==> config.mk <==
export PLATFORM = sky130hd
export DESIGN_NAME = tx_arbiter
export DESIGN_NICKNAME = d
export VERILOG_FILES = /design/src/rtl/tx_arbiter.sv
export SDC_FILE = /design/constraint.sdc
export NUM_CORES = 1
export LEC_CHECK = 0
export CORE_ASPECT_RATIO = 1.25
export CORE_UTILIZATION = 41
export DETAILED_ROUTE_END_ITERATION = 16
export GPL_ROUTABILITY_DRIVEN = 0
export PLACE_DENSITY = 0.85
export SYNTH_ARGS = -nofsm -noshare
export SYNTH_HDL_FRONTEND = slang
export SYNTH_SLANG_ARGS = --single-unit
==> constraint.sdc <==
create_clock -name clk -period 1.65 [get_ports clk]
set_input_delay 0.495 -clock clk [delete_from_list [all_inputs] [get_ports clk]]
set_output_delay 0.495 -clock clk [all_outputs]
set_load 0.02 [all_outputs]
==> src/rtl/tx_arbiter.sv <==
// Two-requester arbiter for a serial link: header chunks then payload.
// Optional macro TX_ARB_ROUND_ROBIN_EN alternates grants when both eligible.
module tx_arbiter #(
    parameter int NSHIFT         = 2,
    parameter int CMD_BITS       = 4,
    parameter int PAYLOAD_CYCLES = 8
) (
    input  logic                              clk,
    input  logic                              reset,
    input  logic                              sched_valid,
    input  logic                              sched_reserve,
    input  logic [CMD_BITS-1:0]               sched_cmd,
    input  logic [NSHIFT-1:0]                 sched_data,
    input  logic                              pf_valid,
    input  logic [CMD_BITS-1:0]               pf_cmd,
    input  logic [NSHIFT-1:0]                 pf_data,
    output logic                              sched_started,
    output logic                              pf_started,
    output logic                              sched_data_next,
    output logic                              pf_data_next,
    output logic [$clog2(PAYLOAD_CYCLES):0]   tx_counter,
    output logic                              tx_active,
    output logic                              tx_done,
    output logic                              tx_owner,
    output logic [NSHIFT-1:0]                 tx_pins
);

    localparam int HEADER_CYCLES = CMD_BITS / NSHIFT;
    localparam int HW = $clog2(HEADER_CYCLES) + 1;
    localparam int CW = $clog2(PAYLOAD_CYCLES) + 1;

    typedef enum logic [1:0] {
        IDLE    = 2'd0,
        HEADER  = 2'd1,
        PAYLOAD = 2'd2
    } state_t;

    state_t              state;
    logic [HW-1:0]       hdr_idx;
    logic [CMD_BITS-1:0] cmd_q;
    logic                owner_q;
    logic                window;
    logic                pf_ok;
    logic                sched_win;
    logic                pf_win;
    logic                grant;

`ifdef TX_ARB_ROUND_ROBIN_EN
    logic                last_sched;

    // Remember who won last; reset state favours the scheduler next.
    always_ff @(posedge clk or posedge reset) begin
        if (reset) begin
            last_sched <= 1'b0;
        end else if (grant) begin
            last_sched <= sched_started;
        end
    end
`endif

    // Grant window, eligibility and winner selection.
    always_comb begin
        tx_done = (state == PAYLOAD) &&
                  (tx_counter == CW'(PAYLOAD_CYCLES - 1));
        window  = !reset && ((state == IDLE) || tx_done);
        pf_ok   = pf_valid && !sched_reserve;
`ifdef TX_ARB_ROUND_ROBIN_EN
        sched_win = sched_valid && !(pf_ok && last_sched);
        pf_win    = pf_ok && !sched_win;
`else
        sched_win = sched_valid;
        pf_win    = pf_ok && !sched_valid;
`endif
        sched_started = window && sched_win;
        pf_started    = window && pf_win;
        grant         = sched_started || pf_started;
    end

    // Message sequencer: header chunks, payload cycles, chained grants.
    always_ff @(posedge clk or posedge reset) begin
        if (reset) begin
            state      <= IDLE;
            hdr_idx    <= '0;
            tx_counter <= '0;
            cmd_q      <= '0;
            owner_q    <= 1'b0;
        end else begin
            unique case (state)
                IDLE: begin
                    hdr_idx    <= '0;
                    tx_counter <= '0;
                end
                HEADER: begin
                    if (hdr_idx == HW'(HEADER_CYCLES - 1)) begin
                        state      <= PAYLOAD;
                        hdr_idx    <= '0;
                        tx_counter <= '0;
                    end else begin
                        hdr_idx <= hdr_idx + HW'(1);
                    end
                end
                PAYLOAD: begin
                    if (tx_done) begin
                        state      <= IDLE;
                        tx_counter <= '0;
                    end else begin
                        tx_counter <= tx_counter + CW'(1);
                    end
                end
                default: begin
                    state      <= IDLE;
                    hdr_idx    <= '0;
                    tx_counter <= '0;
                end
            endcase
            if (grant) begin
                state      <= HEADER;
                hdr_idx    <= '0;
                tx_counter <= '0;
                cmd_q      <= sched_started ? sched_cmd : pf_cmd;
                owner_q    <= sched_started;
            end
        end
    end

    // Link pins and payload consume strobes follow state and owner.
    always_comb begin
        tx_pins         = '0;
        sched_data_next = 1'b0;
        pf_data_next    = 1'b0;
        tx_active       = (state != IDLE);
        tx_owner        = owner_q;
        if (state == HEADER) begin
            tx_pins = cmd_q[int'(hdr_idx) * NSHIFT +: NSHIFT];
        end else if (state == PAYLOAD) begin
            tx_pins         = owner_q ? sched_data : pf_data;
            sched_data_next = owner_q;
            pf_data_next    = !owner_q;
        end
    end

endmodule

==> metrics.yaml, run 1 <==
outcome:
  status: "complete, but fails checks"
  violations: "negative setup slack"
floorplan:
  die_h_um: 49.6
  num_rows: 16
  ios: 30
  die_w_um: 40.1
  fp.coreArea_mm2: 0.00162
  dieArea_mm2: 0.00199
  initial_core_util_pct: 45.8
clock_tree:
  max-clock-path-buffers: 2
  cts_root_buffer: "clkbuf_4"
  cts.sinks: 13
  cts_max_level: 1
  cts_tree: "yes"
  path_clk_slew_ns: 0.08
  clkLatencyLatePin_ns: 0.28
  cts_buffers: 3
yosys:
  ys_warn_count: 0
  synth_area_leaders: "dfrtp_1 44%, mux2i_1 5.4%, o21ai_0 4.7%"
  synth_top_family_by_area: "simple AND/OR/NAND/NOR gates"
  syn_area_um2: 743
  synth_cell_type_count: 29
  yosys-mux-area-fraction_pct: 6.90
  syn_area_per_cell_um2: 9.41
  synth_fa_ha_area_share_pct: 1.68
  synth_compound_gate_area_share_pct: 20.4
  synth_fp_nets: 97
  synthSimpleGateAreaFrac_pct: 25.3
  synth_area_leader_cell: "dfrtp_1"
  synthCells: 79
  synth-seq-area-share_pct: 43.8
  ys_ff_latch: 13
  synth_top_area_share_pct: 43.8
  synthXorXnorAreaFrac_pct: 0
sta:
  hold_viol_final: 0
  holdWs_ns: 0.353
  finalMaxSlewViolations: 0
  setup_slack_ns: -0.279
  worst_pin_slew_ns: 0.515
  rsz0062_at_grt: "yes"
  fmax_ghz: 0.519
  slew_headroom_pct: 65.6
  min_period_ns: 1.93
  fin_crit_sh_pct: 117
  setup_viol: 9
  clock_skew_ns: 0.00309
drt:
  wirelength_um: 2990
  drc_errors: 0
  vias_per_cell: 5.57
  antenna_left: 0
  wl_per_cell_um: 18.0
  vias: 925
  first_iter_violations: 18
  firstDrtPassIters: 4
worst_setup_path:
  rrSetupSlack_ns: -0.01
  reg2regPathDepth: 6
  cp.required_ns: 1.15
  start_kind: "flop"
  worstReg2RegEnd: "tx_counter[1]"
  cp_max_fo: 3
  r2r-start: "tx_counter[0]"
  end_kind: "primary output"
  cp.arrival_ns: 1.43
  criticalPathCategory: "flop to primary output"
hold_path:
  worstHoldPathType: "input pin to async pin"
layout:
  drive_gt1_share_pct: 54.7
  syn_to_final_growth_pct: 100
  fin_nets: 167
  num_antenna_cells: 0
global_routing:
  track_usage_pct: 31.2
  antenna_found_initial: 0
  grt_pass1_vias: 967
  grt_pass1_wl_um: 4140
  grt_start_max_net_pins: 14
  overflow: 0
placement:
  place_ws_ns: -1.06
  hpwl_um: 1760
  port_buffers: 29
pwr:
  ir_drop_uv: 1190
  leakage_nw: 0.778
  p_per_area_mw_per_mm2: 1480
run:
  drv_cap: 0
## cells in the mapped netlist (all sizes together)
cell     count
mux2i        4
o22ai        2
nor3b        1
ha           1
nand2b       3
and3         4
a21o         3
a21oi        5
a211o        1
a22o         1
nor2         9
nand2        7
nor2b        2
mux2         1
a221oi       1
nand3b       1
dfrtp       13
o21ai        7
or2          3
a221o        1
o21a         1
inv          4
o2bb2ai      1
and2         2
nor4b        1
## how the worst max path moves through the flow
stage | to | from | slack, ns
floorplan | pf_started | tx_counter[0] | -0.09
global placement | pf_started | reset | -1.04
detailed placement | pf_started | reset | -1.06
CTS | sched_started | tx_counter[0] | -0.26
global route | pf_started | state[0] | -0.32
finish | sched_started | state[0] | -0.28
## critical path, stage by stage, from the launching register on
cell	delay, ns
dfrtp_1	0.41
or2_4	0.28
a21o_2	0.23
nor2_4	0.09
buf_4	0.14
## per-layer routing
layer / track usage [%] / part of all wire [%]
met4: 19.5 / 4.0
met1: 34.1 / 40
met5: 0 / 0
met3: 5.41 / 4.8
met2: 51.6 / 51
## cell families (layout without fill, tap and decap cells)
| family | Yosys count | count (layout) |
|---|---|---|
| AND/OR/NAND/NOR | 33 | 33 |
| AO/OA/AOI/OAI | 23 | 23 |
| flip-flops | 13 | 13 |
| multiplexers | 5 | 5 |
| buffers and inverters | 4 | 73 |
| adder cells (fa/ha/maj) | 1 | 1 |
## metrics by stage
| stage | std cells | utilization, % | total power [mW] | TNS (ns) | area, um2 |
|---|---|---|---|---|---|
| floorplan | 79 | - | 1.01 | -0.0854 | 776 |
| global placement | 151 | 78.7 | 1.51 | -6.94 | 1280 |
| detailed placement | 151 | 78.7 | 1.55 | -7.31 | 1280 |
| CTS | 163 | 88.3 | 2.00 | -1.31 | 1430 |
| global route | 166 | 91.7 | 2.30 | -1.86 | 1490 |
| finish | 166 | 91.7 | 2.19 | -1.46 | 1490 |
## layout by cell type, fill, tap and decap left out, types with 4 or more instances in the layout
cell / instances
nor2_1: 4
nand2_1: 6
buf_6: 14
o21ai_0: 7
dfrtp_1: 11
nor2_4: 5
buf_4: 31
clkdlybuf4s50_1: 10
mux2i_1: 4
a21oi_1: 4
dlygate4sd2_1: 5
## state kept, by name, indices dropped and copies added (netlist names)
register / cells
tx_counter: 4
hdr_idx: 2
cmd_q: 4
tx_owner: 1
state: 2
## timing repair
item,CTS,global route
endpoints found under the setup margin,20,18
pin swaps,10,9
hold buffers,0,0
resized for setup,83,16
gates cloned,0,0
buffers inserted,8,5
## power by group
part / internal (mW) / switching (mW)
Sequential: 0.427 / 0.0907
Combinational: 0.797 / 0.683
Clock: 0.0899 / 0.107
Total: 1.31 / 0.880
## area by class of cell
cell class	count	area [um2]
clock buffer	3	22.5
clock inverter	1	5.00
fill	56	135
inverter	4	17.5
multi-input combinational	62	519
sequential	13	328
tap	18	22.5
timing repair buffer	65	572
Power figures use the tool's default switching activity.
==> inputs of run 2 (changes only) <==
--- a/config.mk
+++ b/config.mk
@@ -10,6 +10,7 @@
 export DETAILED_ROUTE_END_ITERATION = 16
 export GPL_ROUTABILITY_DRIVEN = 0
 export PLACE_DENSITY = 0.85
+export SETUP_SLACK_MARGIN = 0.05
 export SYNTH_ARGS = -nofsm -noshare
 export SYNTH_HDL_FRONTEND = slang
 export SYNTH_SLANG_ARGS = --single-unit
==> run 2 against run 1 <==
The run still ends with negative setup slack left. Register-to-register slack lost 0.12 ns. Count of clock-buffer cells in the layout grew 1. Wire length grew 28%. Non-clock buffer count shrank 2. Critical path depth grew 2. Final cell count shrank 1.2%. Sequential share of layout area shrank 0.41 points. Via count grew 12%. Sequential cell count is the same. Hold slack lost 0.024 ns. Fmax shrank 0.98%. Clock skew grew 0.013 ns. Largest cell class is now multi-input combinational cells.
==> metrics.yaml, run 2 (synthesized netlist as in run 1, its figures left out) <==
floorplan:
  die_h_um: 49.6  # unchanged
  dieArea_mm2: 0.00199  # unchanged
  ios: 30  # unchanged
  fp.coreArea_mm2: 0.00162  # unchanged
  die_w_um: 40.1  # unchanged
  initial_core_util_pct: 45.8  # unchanged
  num_rows: 16  # unchanged
clock_tree:
  cts.sinks: 13  # unchanged
  clkLatencyLatePin_ns: 0.30  # was 0.28 ns
  cts_max_level: 1  # unchanged
  cts_root_buffer: "clkbuf_4"  # unchanged
  path_clk_slew_ns: 0.10  # was 0.08 ns
  cts_tree: "yes"  # unchanged
  cts_buffers: 3  # unchanged
  max-clock-path-buffers: 2  # unchanged
sta:
  holdWs_ns: 0.328  # was 0.353 ns
  min_period_ns: 1.95  # was 1.93 ns
  fmax_ghz: 0.513  # was 0.519 GHz
  setup-tns-final_ns: -2.24  # was -1.46 ns
  setup_slack_ns: -0.298  # was -0.279 ns
  worst_pin_slew_ns: 0.385  # was 0.515 ns
  hold_viol_final: 0  # unchanged
  setup_viol: 14  # was 9
  clock_skew_ns: 0.0165  # was 0.00309 ns
  slew_headroom_pct: 74.3  # was 65.6%
  finalMaxSlewViolations: 0  # unchanged
  fin_crit_sh_pct: 118  # was 117%
  rsz0062_at_grt: "yes"  # unchanged
drt:
  antenna_left: 0  # unchanged
  wl_per_cell_um: 23.4  # was 18.0 um
  vias_per_cell: 6.32  # was 5.57
  drc_errors: 0  # unchanged
  firstDrtPassIters: 4  # unchanged
  wirelength_um: 3830  # was 2990 um
  vias: 1037  # was 925
  first_iter_violations: 25  # was 18
pwr:
  combPwrFrac_pct: 67.5  # about the same
  p_sw_mw: 1.04  # was 0.880 mW
  leakage_nw: 0.758  # was 0.778 nW
  p_per_area_mw_per_mm2: 1560  # was 1480 mW/mm2
  p_clk_share_pct: 9.0  # about the same
  intPower_mw: 1.34  # was 1.31 mW
  switching_share_pct: 43.5  # was 40.1%
  ir_drop_uv: 1280  # was 1190 uV
  pwr-share-seq_pct: 23.5  # was 23.6%
  finalPower_mw: 2.38  # was 2.19 mW
placement:
  dp_cells: 149  # was 151
  hpwl_um: 1860  # was 1760 um
  port_buffers: 29  # unchanged
  placed_area_mm2: 0.00132  # was 0.00128 mm2
  place_ws_ns: -0.948  # was -1.06 ns
global_routing:
  grt_pass1_vias: 1058  # was 967
  antenna_found_initial: 0  # unchanged
  grt_pass1_wl_um: 5130  # was 4140 um
  grt_start_max_net_pins: 14  # unchanged
  track_usage_pct: 39.2  # was 31.2%
  overflow: 0  # unchanged
worst_setup_path:
  cpLargestDelayFamily: "simple AND/OR/NAND/NOR gates"  # was flip-flops
  cp.required_ns: 1.15  # about the same
  end_kind: "primary output"  # unchanged
  critical-path-slowest-cell: "or2_4"  # was dfrtp_1
  crit_chain: "clkdlybuf4s15_1 -> or2_4 -> a21oi_4 -> nand2_2 -> nor2_4 -> buf_6"  # was or2_4 -> a21o_2 -> nor2_4 -> buf_4
  slowest_delay_ns: 0.30  # was 0.41 ns
  cp.arrival_ns: 1.45  # was 1.43 ns
  path_buf_inv: 2  # was 1
  criticalPathCategory: "input pin to primary output"  # was flop to primary output
  cp_max_fo: 3  # unchanged
  start_kind: "input pin"  # was flop
layout:
  top_regs: "cmd_q: 4 flops, tx_counter: 4 flops"  # unchanged
  final_common_cell: "buf_4"  # unchanged
  nFillCells: 44  # was 56
  mostFrequentLayoutCells: "26 x buf_4, 16 x buf_6, 9 x dfrtp_1, 9 x clkdlybuf4s50_1, 6 x dlygate4sd2_1"  # was 31 x buf_4, 14 x buf_6, 11 x dfrtp_1
  final_area_mm2: 0.00153  # was 0.00149 mm2
  drive_gt1_share_pct: 60.3  # was 54.7%
  num_antenna_cells: 0  # unchanged
  final_util_pct: 94.1  # was 91.7%
  finalNonFillerCells: 164  # was 166
  syn_to_final_growth_pct: 105  # was 100%
  fin_nets: 165  # was 167
run:
  drv_cap: 0  # unchanged
hold_path:
  worstHoldPathType: "input pin to async pin"  # unchanged
outcome:
  violations: "negative setup slack"  # unchanged
  status: "complete, but fails checks"  # unchanged
run 2: cell count changes in the layout (fill, tap and decap cells not counted), sizes merged:
cell	before	now
buf	45	47
clkbuf	6	4
clkdlybuf4s50	10	9
clkinv	1	0
dlygate4sd2	5	6
dlymetal6s2s	1	0
run 2: layout make-up:
cell class / instances / area, um2 / share of cell area, %
Clock buffer: 4 / 26.3 / 1.72
Inverter: 4 / 17.5 / 1.15
Multi-Input combinational cell: 62 / 577 / 37.8
Sequential cell: 13 / 330 / 21.6
Tap cell: 18 / 22.5 / 1.48
Timing Repair Buffer: 63 / 553 / 36.2
run 2: final timing paths:
| path | startpoint | cells past startpoint | slack (ns) | end |
|---|---|---|---|---|
| hold reg to reg | cmd_q[2] | 2 | 0.56 | cmd_q[2] |
| setup reg to reg | tx_counter[0] | 7 | -0.13 | tx_counter[1] |
| setup / recovery | reset | 6 | -0.30 | pf_started |
| max in group asynchronous | reset | 3 | 1.12 | tx_counter[0] |
| hold / removal | reset | 3 | 0.33 | tx_counter[2] |
| min in group clk | cmd_q[2] | 2 | 0.56 | cmd_q[2] |
run 2: timing repair:
action | CTS | global route
hold buffers | 0 | 0
resized for setup | 99 | 18
endpoints found under the setup margin | 20 | 18
buffers inserted | 8 | 4
pin swaps | 15 | 5
run 2: worst min-delay path: cells and delay by family:
kind	cells	cell delay [ns]
buffers and inverters	3	0.50
run 2: power groups by stage:
stage,registers (mW),clock network [mW],logic (mW)
after global routing,0.565,0.231,1.67
after floorplan,0.578,0,0.551
after detailed placement,0.533,0,1.13
after global placement,0.523,0,1.09
after CTS,0.540,0.210,1.33
final,0.559,0.215,1.61
run 2: metal layers:
| layer | GRT usage [%] | vias to the layer above | share of wire [%] |
|---|---|---|---|
| li1 | - | 419 | - |
| met1 | 37.3 | 488 | 32 |
| met2 | 65.1 | 91 | 49 |
| met3 | 10.4 | 39 | 8.6 |
| met4 | 31.0 | 0 | 10 |
| met5 | 0 | - | 0 |
